### src/rtl/sector_uart_streamer_if.sv
// rtl/sector_uart_streamer_if.sv - SD block write, UART rx/tx and status signals of the sector streamer
interface sector_uart_streamer_if #(
    parameter int ADDR_W = 9
);
    logic              wr_en;
    logic [ADDR_W-1:0] wr_addr;
    logic [7:0]        wr_data;
    logic              blk_done;
    logic [7:0]        rx_data;
    logic              rx_valid;
    logic              tx_busy;
    logic [7:0]        tx_data;
    logic              tx_stb;
    logic              busy;
    logic              done;
    logic              overrun;

    modport master (
        output wr_en, wr_addr, wr_data, blk_done, rx_data, rx_valid, tx_busy,
        input  tx_data, tx_stb, busy, done, overrun
    );

    modport slave (
        input  wr_en, wr_addr, wr_data, blk_done, rx_data, rx_valid, tx_busy,
        output tx_data, tx_stb, busy, done, overrun
    );
endinterface

### src/rtl/sector_uart_streamer.sv
// rtl/sector_uart_streamer.sv - buffers one SD block and streams it to the UART; SECTOR_HEX_EN selects ASCII-hex dump
module sector_uart_streamer #(
    parameter int BLOCK_BYTES = 512,
    parameter int ADDR_W      = 9,
    parameter int LINE_BYTES  = 16
) (
    input logic                   clk,
    input logic                   rst,
    sector_uart_streamer_if.slave bus
);
    typedef enum logic [2:0] {S_IDLE, S_FETCH, S_SEND, S_HOLD, S_WAIT} state_t;

    localparam logic [ADDR_W-1:0] LAST_IDX = ADDR_W'(BLOCK_BYTES - 1);

    if ((1 << ADDR_W) != BLOCK_BYTES || BLOCK_BYTES < 4 || LINE_BYTES < 1 ||
        LINE_BYTES > BLOCK_BYTES || (LINE_BYTES & (LINE_BYTES - 1)) != 0) begin : g_cfg_check
        $error("sector_uart_streamer: inconsistent BLOCK_BYTES/ADDR_W/LINE_BYTES");
    end

    state_t            state_q, state_d;
    logic [ADDR_W-1:0] idx_q, idx_d;
    logic              overrun_q, overrun_d;
    logic              done_q, done_d;
    logic [7:0]        rd_data_q;
    logic [7:0]        mem [BLOCK_BYTES];

    logic              busy_w;
    logic              start_w;
    logic              stb_w;
    logic              rd_en_w;
    logic              byte_done_w;
    logic [7:0]        char_w;

    assign busy_w  = (state_q != S_IDLE);
    // A simultaneous blk_done and 'R' collapse into this single start condition.
    assign start_w = !busy_w && (bus.blk_done || (bus.rx_valid && bus.rx_data == 8'h52));
    assign stb_w   = (state_q == S_SEND) && !bus.tx_busy;

    always_ff @(posedge clk) begin
        if (bus.wr_en && !busy_w) begin
            mem[bus.wr_addr] <= bus.wr_data;
        end
    end

    always_ff @(posedge clk) begin
        if (rd_en_w) begin
            rd_data_q <= mem[idx_q];
        end
    end

`ifdef SECTOR_HEX_EN
    typedef enum logic [1:0] {C_HI, C_LO, C_CR, C_LF} csel_t;

    localparam logic [ADDR_W-1:0] LINE_MASK = ADDR_W'(LINE_BYTES - 1);

    csel_t      csel_q, csel_d;
    csel_t      csel_next_w;
    logic [3:0] nib_w;
    logic       line_end_w;

    assign nib_w       = (csel_q == C_HI) ? rd_data_q[7:4] : rd_data_q[3:0];
    assign line_end_w  = (idx_q & LINE_MASK) == LINE_MASK;
    // The byte is finished after its low nibble, unless a CR/LF pair closes the line.
    assign byte_done_w = (csel_q == C_LF) || ((csel_q == C_LO) && !line_end_w);
    assign csel_next_w = (csel_q == C_HI) ? C_LO : ((csel_q == C_LO) ? C_CR : C_LF);

    always_comb begin
        case (csel_q)
            C_CR:    char_w = 8'h0D;
            C_LF:    char_w = 8'h0A;
            default: char_w = (nib_w < 4'd10) ? (8'h30 + {4'h0, nib_w})
                                              : (8'h37 + {4'h0, nib_w});
        endcase
    end

    always_ff @(posedge clk or posedge rst) begin
        if (rst) begin
            csel_q <= C_HI;
        end else begin
            csel_q <= csel_d;
        end
    end
`else
    assign byte_done_w = 1'b1;
    assign char_w      = rd_data_q;
`endif

    always_comb begin
        state_d   = state_q;
        idx_d     = idx_q;
        done_d    = 1'b0;
        overrun_d = overrun_q;
        rd_en_w   = 1'b0;
`ifdef SECTOR_HEX_EN
        csel_d    = csel_q;
`endif
        if (start_w) begin
            overrun_d = 1'b0;
        end else if (busy_w && (bus.wr_en || bus.blk_done)) begin
            overrun_d = 1'b1;
        end

        case (state_q)
            S_IDLE: begin
                if (start_w) begin
                    state_d = S_FETCH;
                    idx_d   = '0;
`ifdef SECTOR_HEX_EN
                    csel_d  = C_HI;
`endif
                end
            end
            S_FETCH: begin
                rd_en_w = 1'b1;
                state_d = S_SEND;
            end
            S_SEND: begin
                if (stb_w) begin
                    state_d = S_HOLD;
                end
            end
            // The UART only raises busy the cycle after the strobe, so skip one look.
            S_HOLD: begin
                state_d = S_WAIT;
            end
            S_WAIT: begin
                if (!bus.tx_busy) begin
                    if (!byte_done_w) begin
                        state_d = S_SEND;
`ifdef SECTOR_HEX_EN
                        csel_d  = csel_next_w;
`endif
                    end else if (idx_q == LAST_IDX) begin
                        state_d = S_IDLE;
                        done_d  = 1'b1;
                    end else begin
                        state_d = S_FETCH;
                        idx_d   = idx_q + 1'b1;
`ifdef SECTOR_HEX_EN
                        csel_d  = C_HI;
`endif
                    end
                end
            end
            default: begin
                state_d = S_IDLE;
            end
        endcase
    end

    always_ff @(posedge clk or posedge rst) begin
        if (rst) begin
            state_q   <= S_IDLE;
            idx_q     <= '0;
            overrun_q <= 1'b0;
            done_q    <= 1'b0;
        end else begin
            state_q   <= state_d;
            idx_q     <= idx_d;
            overrun_q <= overrun_d;
            done_q    <= done_d;
        end
    end

    assign bus.tx_stb  = stb_w;
    assign bus.tx_data = busy_w ? char_w : 8'h00;
    assign bus.busy    = busy_w;
    assign bus.done    = done_q;
    assign bus.overrun = overrun_q;
endmodule

### src/flat_wrapper.sv
// flat-port wrapper written by rule: the top's interface ports become plain ports
module sector_uart_streamer_flat 
#(
    parameter int BLOCK_BYTES = 512,
    parameter int ADDR_W      = 9,
    parameter int LINE_BYTES  = 16
)
  (clk, rst, bus_wr_en, bus_wr_addr, bus_wr_data, bus_blk_done, bus_rx_data, bus_rx_valid, bus_tx_busy, bus_tx_data, bus_tx_stb, bus_busy, bus_done, bus_overrun);
  sector_uart_streamer_if #(.ADDR_W(ADDR_W)) bus_i ();
  input logic clk;
  input logic rst;
  input wire logic [$bits(bus_i.wr_en)-1:0] bus_wr_en;
  input wire logic [$bits(bus_i.wr_addr)-1:0] bus_wr_addr;
  input wire logic [$bits(bus_i.wr_data)-1:0] bus_wr_data;
  input wire logic [$bits(bus_i.blk_done)-1:0] bus_blk_done;
  input wire logic [$bits(bus_i.rx_data)-1:0] bus_rx_data;
  input wire logic [$bits(bus_i.rx_valid)-1:0] bus_rx_valid;
  input wire logic [$bits(bus_i.tx_busy)-1:0] bus_tx_busy;
  output wire logic [$bits(bus_i.tx_data)-1:0] bus_tx_data;
  output wire logic [$bits(bus_i.tx_stb)-1:0] bus_tx_stb;
  output wire logic [$bits(bus_i.busy)-1:0] bus_busy;
  output wire logic [$bits(bus_i.done)-1:0] bus_done;
  output wire logic [$bits(bus_i.overrun)-1:0] bus_overrun;
  assign bus_i.wr_en = bus_wr_en;
  assign bus_i.wr_addr = bus_wr_addr;
  assign bus_i.wr_data = bus_wr_data;
  assign bus_i.blk_done = bus_blk_done;
  assign bus_i.rx_data = bus_rx_data;
  assign bus_i.rx_valid = bus_rx_valid;
  assign bus_i.tx_busy = bus_tx_busy;
  assign bus_tx_data = bus_i.tx_data;
  assign bus_tx_stb = bus_i.tx_stb;
  assign bus_busy = bus_i.busy;
  assign bus_done = bus_i.done;
  assign bus_overrun = bus_i.overrun;
  sector_uart_streamer #(.BLOCK_BYTES(BLOCK_BYTES), .ADDR_W(ADDR_W), .LINE_BYTES(LINE_BYTES)) u_core (.clk(clk), .rst(rst), .bus(bus_i));
endmodule
### config.mk
export PLATFORM = sky130hd
export DESIGN_NAME = sector_uart_streamer_flat
export DESIGN_NICKNAME = d
export VERILOG_FILES = /design/src/rtl/sector_uart_streamer_if.sv /design/src/rtl/sector_uart_streamer.sv /design/src/flat_wrapper.sv
export SDC_FILE = /design/constraint.sdc
export NUM_CORES = 2
export LEC_CHECK = 0
export ABC_CLOCK_PERIOD_IN_PS = 3200
export BUFFER_PORTS_ARGS = -buffer_cell sky130_fd_sc_hd__buf_4
export CAP_MARGIN = 30
export CORE_ASPECT_RATIO = 2
export CORE_MARGIN = 10
export CORE_UTILIZATION = 30
export DETAILED_ROUTE_END_ITERATION = 6
export HOLD_SLACK_MARGIN = 0.15
export PLACE_DENSITY = 0.46
export SLEW_MARGIN = 5
export SYNTH_ARGS = -nofsm -noshare
export SYNTH_HDL_FRONTEND = slang
export SYNTH_SLANG_ARGS = --single-unit
### constraint.sdc
create_clock -name clk -period 3.2 [get_ports clk]
set_clock_uncertainty 0.15 [all_clocks]
set_input_delay 0.32 -clock clk [delete_from_list [all_inputs] [get_ports clk]]
set_output_delay 0.32 -clock clk [all_outputs]
set_load 0.02 [all_outputs]
==> run_results.csv <==
group,metric,value,unit
worst_setup_path,cp_data_required_time,3.76,ns
clocking,cts-buffers-inserted,349,
detailed_routing,drtIter0Drc,8155,
floorplanning,fp.dieArea,567100,um2
clocking,cts_tree,"done",
status,violations,"negative setup slack",
timing,relSlewSlack,0.2667,
yosys,ys_types,78,
yosys,syn_inst,7606,
cells_and_area,area_growth,22.52,%
timing,tightest_slew,1.100,ns
timing,fin_tns_setup,-4.347,ns
flow_run,maxCapViolCount,0,
placement,place_congestion,0.8795,
global_routing,overflow,0,
timing,report.final.slew_viol_count,0,
cells_and_area,finish.utilization,0.3684,
worst_setup_path,critical_path_class,"flip-flop to flip-flop",
global_routing,antenna_found_initial,27,
detailed_routing,ant_nets,0,
yosys,synth_area_per_cell,21.13,um2
timing,finalWorstSetupSlack,-0.6201,ns
yosys,async_flop_share,0.003400,
clocking,cts_buffer_depth,4,
global_routing,grt_start_max_net_pins,137,
cells_and_area,final_cell_mix,"4104 x edfxtp_1, 1424 x buf_4, 965 x mux4_2",
global_routing,grt_first_pass_wirelength,774800,um
detailed_routing,wirelength,570800,um
timing,setup_viol,8,
pwr,swShare,0.2402,
status,status,"complete, but fails checks",
pwr,p_int,90.12,mW
floorplanning,io_pins,43,
pwr,power_frac_comb,0.124,
yosys,ys.flop_type,"edfxtp_1",
clocking,worstSkewPairLatency,0.96,ns
global_routing,grt_usage,0.1959,
yosys,yosysSeqAreaShare,0.7691,
detailed_routing,post-route-drc-count,0,
detailed_routing,via_per_inst,5.096,
pwr,power_switching,28.50,mW
worst_setup_path,cp-end-kind,"flip-flop",
min_path,hp-class,"input pin to flip-flop",
placement,io_buffers,42,
timing,post-route-min-period,3.820,ns
timing,report.final.hold_viol_count,0,
floorplanning,die_h,1055,um
yosys,synthesis.nets,7639,
pwr,power.leakage,62.26,nW
global_routing,grt_pass1_vias,90260,
worst_setup_path,arrival,4.38,ns
cells_and_area,drive_above_1_share,0.3641,
yosys,syn-cell-area,160700,um2
timing,period_share,1.194,
clocking,clkTransAtPathRegs,0.07,ns
pwr,seq_power_share,0.501,
detailed_routing,vias,84700,
pwr,fin_total_pwr,118.6,mW
clocking,h-tree-depth,5,
yosys,synth_edf_count,4104,
placement,placed_cell_area,182000,um2
cells_and_area,design_area,196900,um2
timing,rsz0062_at_grt,"yes",
floorplanning,start_util,0.3007,
detailed_routing,wl_per_cell,34.34,um
yosys,yosysWarnings,0,
floorplanning,die_w,537.5,um
worst_setup_path,worstPathMaxFanout,15,
floorplanning,core,534400,um2
pwr,p_per_area,602.5,nW/um2
cells_and_area,fillCellCount,49270,
pwr,ir_worst_vdd,383.6,uV
timing,fmax,261.8,MHz
cells_and_area,nNetsFinal,9293,
pwr,pwr-share-clk,0.374,
cells_and_area,layout_commonest_cell,"edfxtp_1",
yosys,ys_ff_latch,4118,
detailed_routing,first_pass_iters,6,
floorplanning,num_rows,380,
placement,hpwl,392600,um
clocking,cts-root-buf,"clkbuf_16",
worst_setup_path,critPathLaunchType,"flip-flop",
clocking,clock-sinks,4118,
==> final timing paths <==
check	startpoint	endpoint	slack [ns]	cells after the start
hold / removal	bus_wr_en	u_core.mem[318][6]	0.15	6
setup reg to reg	u_core.idx_q[1]	u_core.char_w[1]	-0.62	12
hold reg to reg	u_core.state_q[0]	u_core.state_q[0]	0.45	2
min in group asynchronous	rst	u_core.bus.done	0.48	4
setup / recovery	u_core.idx_q[1]	u_core.char_w[1]	-0.62	12
max in group asynchronous	rst	u_core.idx_q[4]	1.79	4
==> registers in the layout, summed over array words and instances (netlist names) <==
register	flops
u_core.char_w	8
u_core.bus.done	1
u_core.idx_q	9
u_core.state_q	3
u_core.mem	4096
u_core.bus.overrun	1
==> final cells by class <==
cell class | count | area [um2] | area share
antenna | 7 | 17.52 | 0.00008898
clock buffer | 396 | 8962 | 0.04552
clock inverter | 243 | 2616 | 0.01329
inverter | 10 | 60.06 | 0.0003051
multi-input combinational | 3004 | 35390 | 0.1797
sequential | 4118 | 123600 | 0.6279
tap | 7067 | 8842 | 0.04491
timing repair buffer | 1777 | 17370 | 0.08824
==> through the flow <==
step | setup WS, ns | instances | hold WS, ns
global route | -0.6326 | 16620 | 0.1936
detailed placement | -1.328 | 15830 | 0.3626
finish | -0.6201 | 16620 | 0.1499
global placement | -1.623 | 15820 | 0.3365
floorplan | 0.2333 | 7606 | 0.05922
CTS | -0.5869 | 16580 | 0.1571
==> power groups by stage <==
stage	Combinational (mW)	Clock, mW	Sequential (mW)
after floorplan	7.24	0	60.6
after detailed placement	13.3	0	60.7
after global placement	13.2	0	60.7
after CTS	14.7	45.3	59.5
final	14.7	44.4	59.5
after global routing	15.3	47.1	59.4
==> Yosys cell counts (12+ instances only) <==
cell type / count / area share
a31oi_1: 23 / 0.00090
nor3_1: 26 / 0.00081
o22ai_1: 69 / 0.0027
buf_12: 14 / 0.0017
o221ai_1: 40 / 0.0022
buf_8: 19 / 0.0018
a221oi_1: 32 / 0.0017
mux2i_1: 350 / 0.022
clkbuf_1: 180 / 0.0042
dfrtp_1: 14 / 0.0022
o211ai_1: 12 / 0.00056
nand2_1: 309 / 0.0072
and3_1: 16 / 0.00062
o21ai_0: 70 / 0.0022
buf_4: 71 / 0.0033
a32oi_1: 19 / 0.0010
edfxtp_1: 4104 / 0.77
mux2_2: 30 / 0.0021
buf_6: 42 / 0.0029
a21oi_1: 91 / 0.0028
nor4_1: 13 / 0.00051
a2111oi_0: 13 / 0.00071
nor2_1: 579 / 0.014
nand3_1: 76 / 0.0024
buf_1: 17 / 0.00040
a211oi_1: 46 / 0.0021
mux4_2: 965 / 0.14
buf_2: 130 / 0.0040
a22oi_1: 51 / 0.0024
a311oi_1: 12 / 0.00065
nor2b_1: 42 / 0.0016
==> what timing repair did <==
item                                    4_1_cts  5_1_grt
hold buffers                                 30        0
buffers inserted                             74       33
gates resized for setup                     261       81
endpoints found under the hold margin      2997        0
endpoints found under the setup margin       12       99
cloned                                       18        4
pin swaps                                    37       20
==> cells by family (layout without fill, tap and decap cells) <==
| kind of cell | count (synthesis) | in the layout | synth area share |
|---|---|---|---|
| xor+xnor | 1 | 1 | 0.00005452 |
| simple gates | 1107 | 1107 | 0.02878 |
| buf+inv | 484 | 2426 | 0.01870 |
| mux | 1345 | 1345 | 0.1592 |
| compound gates | 549 | 549 | 0.02402 |
| other cells | 0 | 7 | 0 |
| flops | 4118 | 4118 | 0.7691 |
| fa+ha+maj | 2 | 2 | 0.0001557 |
==> worst max-delay path, cell delays in order (launching register included) <==
cell     delay [ns]
dfrtp_4        0.58
buf_4          0.18
buf_12         0.15
buf_12         0.18
buf_12         0.14
mux4_2         0.30
mux4_2         0.67
nand2_4        0.14
buf_12         0.11
nand3_2        0.12
and4_4         0.27
buf_12         0.13
o32a_1         0.34
==> layer usage <==
| layer | GRT usage | vias up | share of wire |
|---|---|---|---|
| met5 | 0 | - | 0.00016 |
| li1 | - | 34880 | - |
| met4 | 0.1003 | 14 | 0.061 |
| met2 | 0.3764 | 2526 | 0.55 |
| met1 | 0.2103 | 46490 | 0.35 |
| met3 | 0.01989 | 785 | 0.039 |
(Power assumes the default switching activity.)
